File: src/rtl/vpu_ovi_issue_queue_if.sv
// Bundle of OVI issue, dispatch and backend signals for vpu_ovi_issue_queue.
// master = core/backend side, slave = the issue queue.
interface vpu_ovi_issue_queue_if #(
    parameter int DEPTH  = 4,
    parameter int SB_W   = 5,
    parameter int OPND_W = 64,
    parameter int VCSR_W = 41
);
    localparam int OCC_W = $clog2(DEPTH + 1);

    // Issue port: no ready; the core may only issue while it holds credits.
    logic [31:0]       issue_inst;
    logic [SB_W-1:0]   issue_sb_id;
    logic [OPND_W-1:0] issue_scalar_opnd;
    logic [VCSR_W-1:0] issue_vcsr;
    logic              issue_valid;
    logic              issue_credit;

    logic [SB_W-1:0]   dispatch_sb_id;
    logic              dispatch_next_senior;
    logic              dispatch_kill;

    // Backend port: a beat transfers on a cycle where be_valid && be_ready.
    // Once be_valid rises it stays high, with be_* frozen, until that transfer.
    logic              be_valid;
    logic              be_ready;
    logic [31:0]       be_inst;
    logic [SB_W-1:0]   be_sb_id;
    logic [OPND_W-1:0] be_scalar_opnd;
    logic [VCSR_W-1:0] be_vcsr;

    logic [OCC_W-1:0]  occupancy;
    logic              proto_err;

    modport master (
        output issue_inst, issue_sb_id, issue_scalar_opnd, issue_vcsr, issue_valid,
        input  issue_credit,
        output dispatch_sb_id, dispatch_next_senior, dispatch_kill,
        input  be_valid, be_inst, be_sb_id, be_scalar_opnd, be_vcsr,
        output be_ready,
        input  occupancy, proto_err
    );

    modport slave (
        input  issue_inst, issue_sb_id, issue_scalar_opnd, issue_vcsr, issue_valid,
        output issue_credit,
        input  dispatch_sb_id, dispatch_next_senior, dispatch_kill,
        output be_valid, be_inst, be_sb_id, be_scalar_opnd, be_vcsr,
        input  be_ready,
        output occupancy, proto_err
    );
endinterface

File: src/rtl/vpu_ovi_issue_queue.sv
// OVI issue-side circular queue: speculative issue, in-order senior/kill resolution, backend release.
// Optional protocol checking (sticky proto_err, dispatch id compare) is built when VPU_OVI_ISSUE_CHECK_EN is defined.
module vpu_ovi_issue_queue #(
    parameter int DEPTH  = 4,
    parameter int SB_W   = 5,
    parameter int OPND_W = 64,
    parameter int VCSR_W = 41
) (
    input logic                  clk,
    input logic                  reset_n,
    vpu_ovi_issue_queue_if.slave bus
);
    localparam int AW    = $clog2(DEPTH);
    localparam int OCC_W = $clog2(DEPTH + 1);

    typedef enum logic [1:0] {
        ST_FREE   = 2'd0,
        ST_PEND   = 2'd1,
        ST_SENIOR = 2'd2,
        ST_KILLED = 2'd3
    } entry_state_e;

    entry_state_e      state_q [DEPTH];
    logic [31:0]       inst_q  [DEPTH];
    logic [SB_W-1:0]   sb_q    [DEPTH];
    logic [OPND_W-1:0] opnd_q  [DEPTH];
    logic [VCSR_W-1:0] vcsr_q  [DEPTH];

    logic [AW-1:0]     wr_ptr;
    logic [AW-1:0]     rs_ptr;
    logic [AW-1:0]     hd_ptr;
    logic [OCC_W-1:0]  occ_q;
    logic              credit_q;

    logic              full;
    logic              head_senior;
    logic              pop;
    logic              issue_ok;
    logic              dispatch_any;
    logic              dispatch_ok;

    assign full         = (occ_q == OCC_W'(DEPTH));
    assign head_senior  = (state_q[hd_ptr] == ST_SENIOR);
    assign pop          = (state_q[hd_ptr] == ST_KILLED) || (head_senior && bus.be_ready);
    // A full queue still takes an issue when the head frees in the same cycle.
    assign issue_ok     = bus.issue_valid && (!full || pop);
    assign dispatch_any = bus.dispatch_next_senior || bus.dispatch_kill;
    // Only a PEND entry registered before this edge can be resolved.
    assign dispatch_ok  = dispatch_any && (state_q[rs_ptr] == ST_PEND);

    always_ff @(posedge clk or negedge reset_n) begin
        if (!reset_n) begin
            for (int i = 0; i < DEPTH; i++) begin
                state_q[i] <= ST_FREE;
            end
            wr_ptr   <= '0;
            rs_ptr   <= '0;
            hd_ptr   <= '0;
            occ_q    <= '0;
            credit_q <= 1'b0;
        end else begin
            // Pop, dispatch and issue touch distinct entries except when a full
            // queue recycles the head slot; the issue write comes last and wins.
            if (pop) begin
                state_q[hd_ptr] <= ST_FREE;
                hd_ptr          <= hd_ptr + AW'(1);
            end
            if (dispatch_ok) begin
                state_q[rs_ptr] <= bus.dispatch_kill ? ST_KILLED : ST_SENIOR;
                rs_ptr          <= rs_ptr + AW'(1);
            end
            if (issue_ok) begin
                state_q[wr_ptr] <= ST_PEND;
                wr_ptr          <= wr_ptr + AW'(1);
            end
            case ({issue_ok, pop})
                2'b10:   occ_q <= occ_q + OCC_W'(1);
                2'b01:   occ_q <= occ_q - OCC_W'(1);
                default: occ_q <= occ_q;
            endcase
            credit_q <= pop;
        end
    end

    // Payload storage needs no reset: it is only visible behind a SENIOR state.
    always_ff @(posedge clk) begin
        if (issue_ok) begin
            inst_q[wr_ptr] <= bus.issue_inst;
            sb_q[wr_ptr]   <= bus.issue_sb_id;
            opnd_q[wr_ptr] <= bus.issue_scalar_opnd;
            vcsr_q[wr_ptr] <= bus.issue_vcsr;
        end
    end

    assign bus.be_valid       = head_senior;
    assign bus.be_inst        = head_senior ? inst_q[hd_ptr] : '0;
    assign bus.be_sb_id       = head_senior ? sb_q[hd_ptr]   : '0;
    assign bus.be_scalar_opnd = head_senior ? opnd_q[hd_ptr] : '0;
    assign bus.be_vcsr        = head_senior ? vcsr_q[hd_ptr] : '0;
    assign bus.issue_credit   = credit_q;
    assign bus.occupancy      = occ_q;

`ifdef VPU_OVI_ISSUE_CHECK_EN
    logic err_q;
    logic id_mismatch;
    logic err_event;

    // A mismatched id is flagged but the dispatch still resolves the entry at rs.
    assign id_mismatch = dispatch_ok && (bus.dispatch_sb_id != sb_q[rs_ptr]);
    assign err_event   = (bus.issue_valid && !issue_ok)
                       || (dispatch_any && !dispatch_ok)
                       || (bus.dispatch_next_senior && bus.dispatch_kill)
                       || id_mismatch;

    always_ff @(posedge clk or negedge reset_n) begin
        if (!reset_n) begin
            err_q <= 1'b0;
        end else if (err_event) begin
            err_q <= 1'b1;
        end
    end

    assign bus.proto_err = err_q;
`else
    logic unused_dispatch_id;
    assign unused_dispatch_id = ^bus.dispatch_sb_id;
    assign bus.proto_err      = 1'b0;
`endif

    occ_bounded: assert property (@(posedge clk) disable iff (!reset_n)
        occ_q <= OCC_W'(DEPTH));
    be_held: assert property (@(posedge clk) disable iff (!reset_n)
        (bus.be_valid && !bus.be_ready) |=> (bus.be_valid && $stable(bus.be_sb_id)
                                             && $stable(bus.be_inst)));
endmodule

File: src/flat_wrapper.sv
// flat-port wrapper written by rule: the top's interface ports become plain ports
module vpu_ovi_issue_queue_flat 
#(
    parameter int DEPTH  = 4,
    parameter int SB_W   = 5,
    parameter int OPND_W = 64,
    parameter int VCSR_W = 41
)
  (clk, reset_n, bus_issue_inst, bus_issue_sb_id, bus_issue_scalar_opnd, bus_issue_vcsr, bus_issue_valid, bus_issue_credit, bus_dispatch_sb_id, bus_dispatch_next_senior, bus_dispatch_kill, bus_be_valid, bus_be_inst, bus_be_sb_id, bus_be_scalar_opnd, bus_be_vcsr, bus_be_ready, bus_occupancy, bus_proto_err);
  vpu_ovi_issue_queue_if #(.DEPTH(DEPTH), .SB_W(SB_W), .OPND_W(OPND_W), .VCSR_W(VCSR_W)) bus_i ();
  input logic clk;
  input logic reset_n;
  input wire logic [$bits(bus_i.issue_inst)-1:0] bus_issue_inst;
  input wire logic [$bits(bus_i.issue_sb_id)-1:0] bus_issue_sb_id;
  input wire logic [$bits(bus_i.issue_scalar_opnd)-1:0] bus_issue_scalar_opnd;
  input wire logic [$bits(bus_i.issue_vcsr)-1:0] bus_issue_vcsr;
  input wire logic [$bits(bus_i.issue_valid)-1:0] bus_issue_valid;
  output wire logic [$bits(bus_i.issue_credit)-1:0] bus_issue_credit;
  input wire logic [$bits(bus_i.dispatch_sb_id)-1:0] bus_dispatch_sb_id;
  input wire logic [$bits(bus_i.dispatch_next_senior)-1:0] bus_dispatch_next_senior;
  input wire logic [$bits(bus_i.dispatch_kill)-1:0] bus_dispatch_kill;
  output wire logic [$bits(bus_i.be_valid)-1:0] bus_be_valid;
  output wire logic [$bits(bus_i.be_inst)-1:0] bus_be_inst;
  output wire logic [$bits(bus_i.be_sb_id)-1:0] bus_be_sb_id;
  output wire logic [$bits(bus_i.be_scalar_opnd)-1:0] bus_be_scalar_opnd;
  output wire logic [$bits(bus_i.be_vcsr)-1:0] bus_be_vcsr;
  input wire logic [$bits(bus_i.be_ready)-1:0] bus_be_ready;
  output wire logic [$bits(bus_i.occupancy)-1:0] bus_occupancy;
  output wire logic [$bits(bus_i.proto_err)-1:0] bus_proto_err;
  assign bus_i.issue_inst = bus_issue_inst;
  assign bus_i.issue_sb_id = bus_issue_sb_id;
  assign bus_i.issue_scalar_opnd = bus_issue_scalar_opnd;
  assign bus_i.issue_vcsr = bus_issue_vcsr;
  assign bus_i.issue_valid = bus_issue_valid;
  assign bus_issue_credit = bus_i.issue_credit;
  assign bus_i.dispatch_sb_id = bus_dispatch_sb_id;
  assign bus_i.dispatch_next_senior = bus_dispatch_next_senior;
  assign bus_i.dispatch_kill = bus_dispatch_kill;
  assign bus_be_valid = bus_i.be_valid;
  assign bus_be_inst = bus_i.be_inst;
  assign bus_be_sb_id = bus_i.be_sb_id;
  assign bus_be_scalar_opnd = bus_i.be_scalar_opnd;
  assign bus_be_vcsr = bus_i.be_vcsr;
  assign bus_i.be_ready = bus_be_ready;
  assign bus_occupancy = bus_i.occupancy;
  assign bus_proto_err = bus_i.proto_err;
  vpu_ovi_issue_queue #(.DEPTH(DEPTH), .SB_W(SB_W), .OPND_W(OPND_W), .VCSR_W(VCSR_W)) u_core (.clk(clk), .reset_n(reset_n), .bus(bus_i));
endmodule
File: config.mk
export PLATFORM = sky130hd
export DESIGN_NAME = vpu_ovi_issue_queue_flat
export DESIGN_NICKNAME = d
export VERILOG_FILES = /design/src/rtl/vpu_ovi_issue_queue_if.sv /design/src/rtl/vpu_ovi_issue_queue.sv /design/src/flat_wrapper.sv
export SDC_FILE = /design/constraint.sdc
export NUM_CORES = 1
export LEC_CHECK = 0
export CORE_UTILIZATION = 25
export CTS_BUF_LIST = sky130_fd_sc_hd__clkbuf_8
export DETAILED_ROUTE_END_ITERATION = 12
export PLACE_DENSITY_LB_ADDON = 0.12
export SKIP_LAST_GASP = 1
export SYNTH_ARGS = -nofsm -noshare
export SYNTH_HDL_FRONTEND = slang
export SYNTH_SLANG_ARGS = --single-unit
File: constraint.sdc
create_clock -name clk -period 6.1 [get_ports clk]
set_input_delay 0.61 -clock clk [delete_from_list [all_inputs] [get_ports clk]]
set_output_delay 0.61 -clock clk [all_outputs]
set_load 0.02 [all_outputs]
* After elaboration in Yosys (flattened, before gate mapping)
Memory sizes are Yosys's and may differ from the RTL's. Index checks and enable logic that the tools add are counted.
Word-level totals: output and inout port bits 148, bits in read-only memories 0, bits in registers 18, memories kept 4, memory bits (writable) 568, word-level logic and storage cells 73, bits in latches 0
Memories:
- u_core.opnd_q | words 4, width 64, read ports 1, clocked after memory_dff 0, wr ports 1, line vpu_ovi_issue_queue.sv:26 | logic [OPND_W-1:0] opnd_q [DEPTH];
- u_core.vcsr_q | words 4, width 41, read ports 1, clocked after memory_dff 0, wr ports 1, line vpu_ovi_issue_queue.sv:27 | logic [VCSR_W-1:0] vcsr_q [DEPTH];
- u_core.inst_q | words 4, width 32, read ports 1, clocked after memory_dff 0, wr ports 1, line vpu_ovi_issue_queue.sv:24 | logic [31:0] inst_q [DEPTH];
- u_core.sb_q | words 4, width 5, read ports 1, clocked after memory_dff 0, wr ports 1, line vpu_ovi_issue_queue.sv:25 | logic [SB_W-1:0] sb_q [DEPTH];
Operators by class: order comparisons 6, shift operators 0, reduce and logical (&&, ||, !) cells 11, eq/ne operators 6, mux-type cells 24, $add $sub $neg 5, $mul 0, div/mod/pow operators 0, bitwise logic cells 8
Operator list (number):
- 64-bit 2-to-1 mux | 1
- 41-bit 2-to-1 mux | 1
- 32-bit 2-to-1 mux | 1
- 8-bit 2-to-1 mux | 3
- 2-bit 2-to-1 mux | 7
- 2-bit demux with 2-bit select | 3
- 3-bit >= comparator, second input constant | 3
- 3-bit by 1-bit < comparator with 1-bit output, second input constant | 3
- 2-bit NOT with 3-bit output | 3
- 8-bit AND | 1
- 2-bit binary-select mux with 2-bit select | 2
- 8-bit bitwise mux | 1
- 8-bit NOT | 1
- 2-bit by 1-bit adder with 2-bit output, second input constant | 3
- 2-bit equality test, second input constant | 3
- 1-bit logical AND | 6
- 3-bit one-hot mux with 2 select lines | 1
- 5-bit 2-to-1 mux | 1
- 4-bit AND | 1
- 2-bit by 1-bit equality test with 1-bit output, second input constant | 2
- 4-bit NOT | 1
- 4-bit OR | 1
- 3-bit by 1-bit adder with 3-bit output, second input constant | 1
- 3-bit equality test, second input constant | 1
- 5 further kinds | 9

* Depth between registers and ports, before layout
Gate-level depths: netlist of run 1.
depth after elaboration 12, gate-level depth with buffers 10, mapped depth without buffers 8

* Worst setup path before layout of run 1
OpenSTA, ideal clock, no wires.
path kind reg-to-reg, from register u_core.hd_ptr[0], to memory u_core.inst_q[0][0], enable pin, path buffers 1, path slack 0.937 ns, data arrival time 4.645 ns, cell stages (with the launch flop) 7, cell sequence dfrtp_1 mux4_2 o221ai_4 inv_2 o21a_2 buf_6 and2_1
On the way: longest elaborated chain between the ends 11
RTL lines:
- start: declaration | line vpu_ovi_issue_queue.sv:31 | logic [AW-1:0] hd_ptr;
- start signal: assignment | line vpu_ovi_issue_queue.sv:66 | hd_ptr <= hd_ptr + AW'(1);
- 2-bit NOT with 3-bit output (implied by the code) (*) | line vpu_ovi_issue_queue.sv:43, vpu_ovi_issue_queue.sv:44
- 2-bit binary-select mux with 2-bit select (*) | line vpu_ovi_issue_queue.sv:43, vpu_ovi_issue_queue.sv:44
- 2-bit 2-to-1 mux (implied by the code) (*) (2 in series) | line vpu_ovi_issue_queue.sv:43, vpu_ovi_issue_queue.sv:44
- 2-bit equality test | line vpu_ovi_issue_queue.sv:43 | assign head_senior = (state_q[hd_ptr] == ST_SENIOR);
- 1-bit logical AND | line vpu_ovi_issue_queue.sv:44 | assign pop = (state_q[hd_ptr] == ST_KILLED) || (head_senior && bus.be_ready);
- 1-bit logical OR (*) | line vpu_ovi_issue_queue.sv:44
- 1-bit logical OR (*) | line vpu_ovi_issue_queue.sv:46 | assign issue_ok = bus.issue_valid && (!full || pop);
- 1-bit logical AND (*) | line vpu_ovi_issue_queue.sv:46
- 1-bit 2-to-1 mux (*) | line vpu_ovi_issue_queue.sv:87 | if (issue_ok) begin
- 1-bit 2-to-1 mux (implied by the code) (*) | line vpu_ovi_issue_queue.sv:88 | inst_q[wr_ptr] <= bus.issue_inst;
- end: declaration | line vpu_ovi_issue_queue.sv:24
Every way passes the cells marked *; elsewhere a longest branch is shown, timed or not. The select of a mux whose other input is x is not followed.

* Worst setup path after layout of run 1
from register u_core.hd_ptr[1], to output port bus_be_scalar_opnd[41]
On the way: longest elaborated chain between the ends 6
RTL lines:
- 2-bit NOT with 3-bit output (implied by the code) | line vpu_ovi_issue_queue.sv:43
- 2-bit binary-select mux with 2-bit select | line vpu_ovi_issue_queue.sv:43
- 2-bit 2-to-1 mux (implied by the code) (2 in series) | line vpu_ovi_issue_queue.sv:43
- 2-bit equality test | line vpu_ovi_issue_queue.sv:43
- 64-bit 2-to-1 mux (*) | line vpu_ovi_issue_queue.sv:98 | assign bus.be_scalar_opnd = head_senior ? opnd_q[hd_ptr] : '0;
- end: declaration | line flat_wrapper.sv:25 | output wire logic [$bits(bus_i.be_scalar_opnd)-1:0] bus_be_scalar_opnd;
Marks and branches as above.

==> flow_summary.json, run 1 <==
{
  "rr_startpoint": "u_core.hd_ptr[1]",
  "rr_worst_depth": 7,
  "hp-class": "primary input to asynchronous set/reset pin",
  "nNetsFinal": 1571,
  "setup_viol": 0,
  "p_leak_nw": 9.88,
  "antenna_found_initial": 9,
  "numCtsBuffers": 106,
  "routedWlPerCell_um": 22.0,
  "p_per_area_nw_per_um2": 481,
  "track_usage_pct": 12.8,
  "die_h_um": 303,
  "synthCells": 1036,
  "vias": 11500,
  "ioPinCount": 301,
  "p_clk_share_pct": 24.0,
  "cts_tree": "built",
  "portBuffers": 294,
  "place_hpwl_um": 32700,
  "ant_nets": 0,
  "setup_ws_ps": 864,
  "drive_above_1_share_pct": 21.5,
  "clk_latency_ps": 740,
  "place_area_um2": 27200,
  "start_util_pct": 25.2,
  "cts_sinks": 586,
  "rows": 110,
  "cts_post_setup_buffers_inserted": 0,
  "power_switching_w": 0.00477,
  "drt_iter0_drc": 495,
  "path_class": "flip-flop to output pin",
  "die_area_um2": 91800,
  "timing.fmax_mhz": 191,
  "p_sw_share_pct": 34.1,
  "skew_ps": 40.6,
  "ir_drop_mv": 0.274,
  "p_int_w": 0.00922,
  "final_area_um2": 29100,
  "rsz0062_at_grt": "false",
  "pre_cts_ws_ps": 1530,
  "overflow": 0,
  "wirelength_um": 58500,
  "hold_viol": 0,
  "required_ps": 5490,
  "worst_pin_slew_ps": 1070,
  "r2r_setup_slack_ps": 2030,
  "grt_pass1_wl_um": 84900,
  "cts_resized": 0,
  "status": "complete, no violations",
  "yosysSeqAreaShare_pct": 77.3,
  "die_x_um": 303,
  "vias_per_cell": 4.32,
  "grt_max_degree": 81,
  "hold_buffers": 0,
  "period_needed_ps": 5240,
  "yosysWarnings": 0,
  "root_buffer": "clkbuf_8",
  "p_seq_share_pct": 39.7,
  "drv_cap": 0,
  "r2r_end": "u_core.inst_q[3][19]",
  "grt_pass1_vias": 12700,
  "final_util_pct": 32.4,
  "avgSynthCellArea_um2": 21.9,
  "synth_fp_nets": 1202,
  "drcViolationCount": 0,
  "cp.arrival_ps": 4630,
  "crit_end": "bus_be_scalar_opnd[41]",
  "cts_max_level": 3,
  "crit_path_end_kind": "output pin",
  "synth_cell_type_count": 40,
  "syn_to_final_growth_pct": 28.4,
  "setup-tns-final_ps": 0,
  "start_kind": "flip-flop",
  "synth_seq_cells": 586,
  "fin_crit_sh_pct": 85.8,
  "dr.pass1.iters": 6,
  "crit_start": "u_core.hd_ptr[1]",
  "coreArea_um2": 89900,
  "gp_congestion": 0.680,
  "combPwrFrac_pct": 36.3,
  "crit_fanout": 50,
  "synth_area_um2": 22600,
  "clk_pin_slew_ps": 60,
  "maxSlewHeadroom_pct": 28.6,
  "clk_path_buf_depth": 3,
  "slew_violations": 0
}
==> cell type report <==
cell class	count	area, um^2
antenna	2	5.00
sequential	586	17500
fill	8712	60800
timing repair buffer	327	3300
clock buffer	112	1540
clock inverter	75	370
tap	1176	1470
inverter	17	63.8
multi-input combinational	367	4810
==> per-stage QoR <==
stage / std cells / total power [W] / hold slack (ps)
after detailed placement: 2473 / 0.0109 / 494
after global placement: 2473 / 0.0109 / 481
final: 2662 / 0.0140 / 399
after floorplan: 1036 / 0.00876 / 314
after CTS: 2660 / 0.0144 / 326
after global routing: 2662 / 0.0149 / 408
==> power by group through the flow <==
stage               clock, W  sequential, W  combinational (W)
floorplan                  0        0.00569            0.00307
global placement           0        0.00561            0.00532
detailed placement         0        0.00565            0.00530
CTS                  0.00353        0.00557            0.00531
global route         0.00369        0.00563            0.00554
finish               0.00336        0.00556            0.00507
==> flip-flops by register name, indices dropped and copies added (netlist names) <==
register                 count
u_core.bus.issue_credit      1
u_core.vcsr_q              164
u_core.bus.occupancy         3
u_core.rs_ptr                2
u_core.state_q               8
u_core.inst_q              128
u_core.sb_q                 20
u_core.opnd_q              256
u_core.wr_ptr                2
u_core.hd_ptr                2
==> worst min-delay path by stage <==
stage / from / endpoint / slack [ps] / cells past startpoint
after floorplan: reset_n / u_core.bus.issue_credit / 310 / 0
after global placement: u_core.bus.occupancy[2] / u_core.bus.occupancy[2] / 480 / 1
after detailed placement: u_core.bus.occupancy[2] / u_core.bus.occupancy[2] / 490 / 1
after CTS: reset_n / u_core.bus.occupancy[0] / 330 / 1
after global routing: reset_n / u_core.bus.occupancy[0] / 410 / 1
final: reset_n / u_core.bus.occupancy[0] / 400 / 1
==> worst max-delay path, stage by stage, from the launching register on <==
cell and delay, ps:
dfrtp_4 610, buf_4 660, mux2_2 470, mux2i_4 520, buf_4 590, and3_1 260
clkdlybuf4s50_1 680
==> logic make-up after synthesis <==
logic type | count (synthesis) | synth area share (%)
compound gates | 27 | 0.939
other cells | 1 | 0.0166
fa+ha+maj | 13 | 0.751
flops | 586 | 77.3
simple gates | 172 | 4.69
mux | 149 | 14.5
xor+xnor | 5 | 0.193
buf+inv | 83 | 1.55
==> layout by cell type, fill, tap and decap left out, types with 2 or more instances in the layout <==
cell / synthesis / routed
edfxtp_1: 568 / 568
clkdlybuf4s50_1: 0 / 294
mux4_2: 143 / 142
and3_1: 142 / 142
clkbuf_8: 0 / 112
inv_1: 16 / 47
clkinv_1: 0 / 27
buf_4: 1 / 24
dfrtp_1: 18 / 16
ha_1: 12 / 12
buf_12: 0 / 9
clkinv_2: 0 / 8
nand2_1: 6 / 6
o21ai_0: 6 / 6
nand3_1: 5 / 5
a22oi_1: 5 / 5
and4_1: 4 / 4
a221o_1: 4 / 4
and2_4: 0 / 4
xnor2_1: 4 / 4
clkinvlp_4: 0 / 4
nand2b_1: 3 / 3
nor2_1: 3 / 3
a21boi_0: 3 / 3
a21oi_1: 3 / 3
diode_2: 0 / 2
mux2_2: 2 / 2
nand3b_1: 2 / 2
mux2i_1: 2 / 2
clkinv_8: 0 / 2
dfrtp_4: 0 / 2
==> synth_stat cells <==
master,count,area share [%]
o221ai_4,1,0.12
and3_1,142,3.9
a21boi_0,3,0.099
mux2i_2,1,0.061
buf_2,17,0.38
nand3b_1,2,0.066
nor2b_1,1,0.028
mux2_2,2,0.099
and2_1,4,0.11
a221o_1,4,0.18
or2_1,1,0.028
mux2i_1,2,0.088
inv_1,16,0.27
xnor2_1,4,0.15
and4_1,4,0.15
a31oi_1,1,0.028
dfrtp_1,18,2.0
a221oi_1,1,0.039
mux2_4,1,0.066
inv_2,1,0.017
conb_1,1,0.017
o2bb2ai_1,1,0.039
nand2_1,6,0.099
o21a_2,1,0.039
nand2b_1,3,0.083
nor2_1,3,0.050
nand3_1,5,0.11
edfxtp_1,568,75
buf_6,2,0.099
clkbuf_1,46,0.76
a22oi_1,5,0.17
a21oi_1,3,0.066
o21ai_0,6,0.13
or3b_2,1,0.039
buf_4,1,0.033
o311ai_1,1,0.039
xor2_1,1,0.039
ha_1,12,0.66
mux4_2,143,14
fa_1,1,0.088
==> per-layer routing <==
metal | vias to the layer above | part of all wire [%] | global-route usage [%]
met5 | - | 0.13 | 0
met4 | 12 | 2.4 | 4.77
met3 | 111 | 7.0 | 4.43
met2 | 296 | 50 | 21.5
met1 | 6001 | 41 | 15.1
li1 | 5084 | - | -
Note: power is estimated with default switching activity, not from simulation.
==> inputs of run 2 (changes only) <==
--- a/config.mk
+++ b/config.mk
@@ -5,8 +5,10 @@
 export SDC_FILE = /design/constraint.sdc
 export NUM_CORES = 1
 export LEC_CHECK = 0
+export CAP_MARGIN = 20
 export CORE_UTILIZATION = 25
 export CTS_BUF_LIST = sky130_fd_sc_hd__clkbuf_8
+export CTS_CLUSTER_DIAMETER = 60
 export DETAILED_ROUTE_END_ITERATION = 12
 export PLACE_DENSITY_LB_ADDON = 0.12
 export SKIP_LAST_GASP = 1
==> run 2 against run 1 <==
Compared with the run above: maximum frequency rose by 0.23%; count of clock-buffer cells in the layout grew 2; largest cell class unchanged; critical endpoint unchanged; via count rose by 0.30%; power up 0.24%; clock power is 1% higher; non-clock buffer count stayed put; largest power group unchanged; utilization hardly changed; highest routed layer unchanged.
==> flow_summary.json, run 2 (synthesized netlist as in run 1, its figures left out) <==
{
  "status": "complete, no violations",
  "rows": 110,
  "vias": 11500,
  "layout_common_cells": "edfxtp_1, clkdlybuf4s50_1, mux4_2, and3_1, clkbuf_8",
  "start_util_pct": 25.2,
  "syn_to_final_growth_pct": 28.5,
  "crit_fanout": 50,
  "nNetsFinal": 1570,
  "worst_pin_slew_ps": 1070,
  "ir_drop_mv": 0.271,
  "cts_tree": "built",
  "drcViolationCount": 0,
  "die_x_um": 303,
  "fin_crit_sh_pct": 85.6,
  "routedWlPerCell_um": 22.0,
  "final_common_cell": "edfxtp_1",
  "timing.fmax_mhz": 191,
  "root_buffer": "clkbuf_8",
  "path_buf_inv": 3,
  "clk_latency_ps": 730,
  "cts_resized": 0,
  "drt_iter0_drc": 510,
  "clk_pin_slew_ps": 60,
  "drv_cap": 0,
  "hold_buffers": 0,
  "portBuffers": 294,
  "drive_above_1_share_pct": 21.5,
  "cts_post_setup_buffers_inserted": 0,
  "skew_ps": 35.4,
  "pre_cts_ws_ps": 1530,
  "hold_viol": 0,
  "rsz0062_at_grt": "false",
  "slowest_delay_ps": 680,
  "crit_path_end_kind": "output pin",
  "die_h_um": 303,
  "vias_per_cell": 4.33,
  "reg_top3": "u_core.opnd_q (256), u_core.vcsr_q (164), u_core.inst_q (128)",
  "path_class": "flip-flop to output pin",
  "dp_cells": 2473,
  "setup-tns-final_ps": 0,
  "power_w": 0.0140,
  "p_per_area_nw_per_um2": 482,
  "wirelength_um": 58500,
  "start_kind": "flip-flop",
  "die_area_um2": 91800,
  "dr.pass1.iters": 4,
  "ant_nets": 0,
  "whs_ps": 415,
  "hp-class": "primary input to asynchronous set/reset pin",
  "overflow": 0,
  "grt_pass1_wl_um": 84800,
  "crit_slowest_cell": "clkdlybuf4s50_1",
  "cp_common_cell": "buf_4",
  "stdcell_count": 2663,
  "slew_violations": 0,
  "max_flop_register": "u_core.opnd_q",
  "setup_ws_ps": 876,
  "maxSlewHeadroom_pct": 28.7,
  "path_cells": "buf_4 > mux2_2 > mux2i_4 > buf_4 > and3_1 > clkdlybuf4s50_1",
  "cp.arrival_ps": 4610,
  "largest_register_ffs": 256,
  "period_needed_ps": 5220,
  "coreArea_um2": 89900,
  "cts_max_level": 3,
  "place_hpwl_um": 32700,
  "ioPinCount": 301,
  "clk_path_buf_depth": 3,
  "grt_pass1_vias": 12700,
  "antenna_found_initial": 9,
  "required_ps": 5490,
  "numCtsBuffers": 105,
  "grt_max_degree": 81,
  "gp_congestion": 0.680,
  "track_usage_pct": 12.8,
  "p_leak_nw": 9.91,
  "n_fill_cell": 8704,
  "setup_viol": 0,
  "crit_family": "buffers and inverters",
  "cts_sinks": 586
}
[run 2: cell types whose count changed in the layout (fill, tap and decap cells not counted), sizes merged]
cell	before	now
diode	2	1
clkinv	37	36
inv	50	52
bufinv	1	2
clkinvlp	4	2
clkbuf	112	114
[run 2: per-layer routing]
| metal | wire (um) | GRT usage [%] | share of wire, % |
|---|---|---|---|
| met5 | 77 | 0 | 0.13 |
| met4 | 1300 | 4.79 | 2.2 |
| met3 | 4140 | 4.47 | 7.1 |
| met2 | 29300 | 21.6 | 50 |
| met1 | 23700 | 15.0 | 41 |
[run 2: layout make-up]
type / count / area, um^2 / share of cell area, %
multi-input cells: 367 / 4810 / 16.5
flip-flops and latches: 586 / 17500 / 60.2
inverters: 17 / 63.8 / 0.219
repair buffers: 327 / 3300 / 11.3
diodes: 1 / 2.50 / 0.00860
well taps: 1176 / 1470 / 5.06
clock buffers: 114 / 1570 / 5.39
clock inverters: 75 / 373 / 1.28
[run 2: path summary, 6_finish.rpt]
path	startpoint	to	slack, ps	depth (start not counted)
hold / removal	reset_n	u_core.bus.occupancy[0]	410	1
setup reg to reg	u_core.hd_ptr[1]	u_core.inst_q[3][19]	2020	7
min in group clk	u_core.bus.occupancy[2]	u_core.bus.occupancy[2]	500	1
hold reg to reg	u_core.bus.occupancy[2]	u_core.bus.occupancy[2]	500	1
max in group asynchronous	reset_n	u_core.hd_ptr[1]	4980	1
setup / recovery	u_core.hd_ptr[1]	bus_be_scalar_opnd[41]	880	6
[run 2: power by group]
| part | internal [W] | switching [W] | total (W) |
|---|---|---|---|
| logic | 0.00215 | 0.00292 | 0.00507 |
| clock network | 0.00179 | 0.00161 | 0.00340 |
| registers | 0.00535 | 0.000210 | 0.00556 |
[run 2: through the flow]
| step | instance area, um^2 | util, % |
|---|---|---|
| 2_1_floorplan | 22600 | - |
| 3_3_place_gp | 27200 | 30.2 |
| 3_5_place_dp | 27200 | 30.2 |
| 4_1_cts | 29100 | 32.4 |
| 5_1_grt | 29100 | 32.4 |
| 6_report | 29100 | 32.4 |
[run 2: worst reg2reg max path: cells and delay by family (launching register included)]
family	cells	cell delay [ps]
and+or+nand+nor	1	660
buffers and inverters	3	1420
AOI/OAI and AO/OA	2	560
DFF	1	610
muxes	1	370
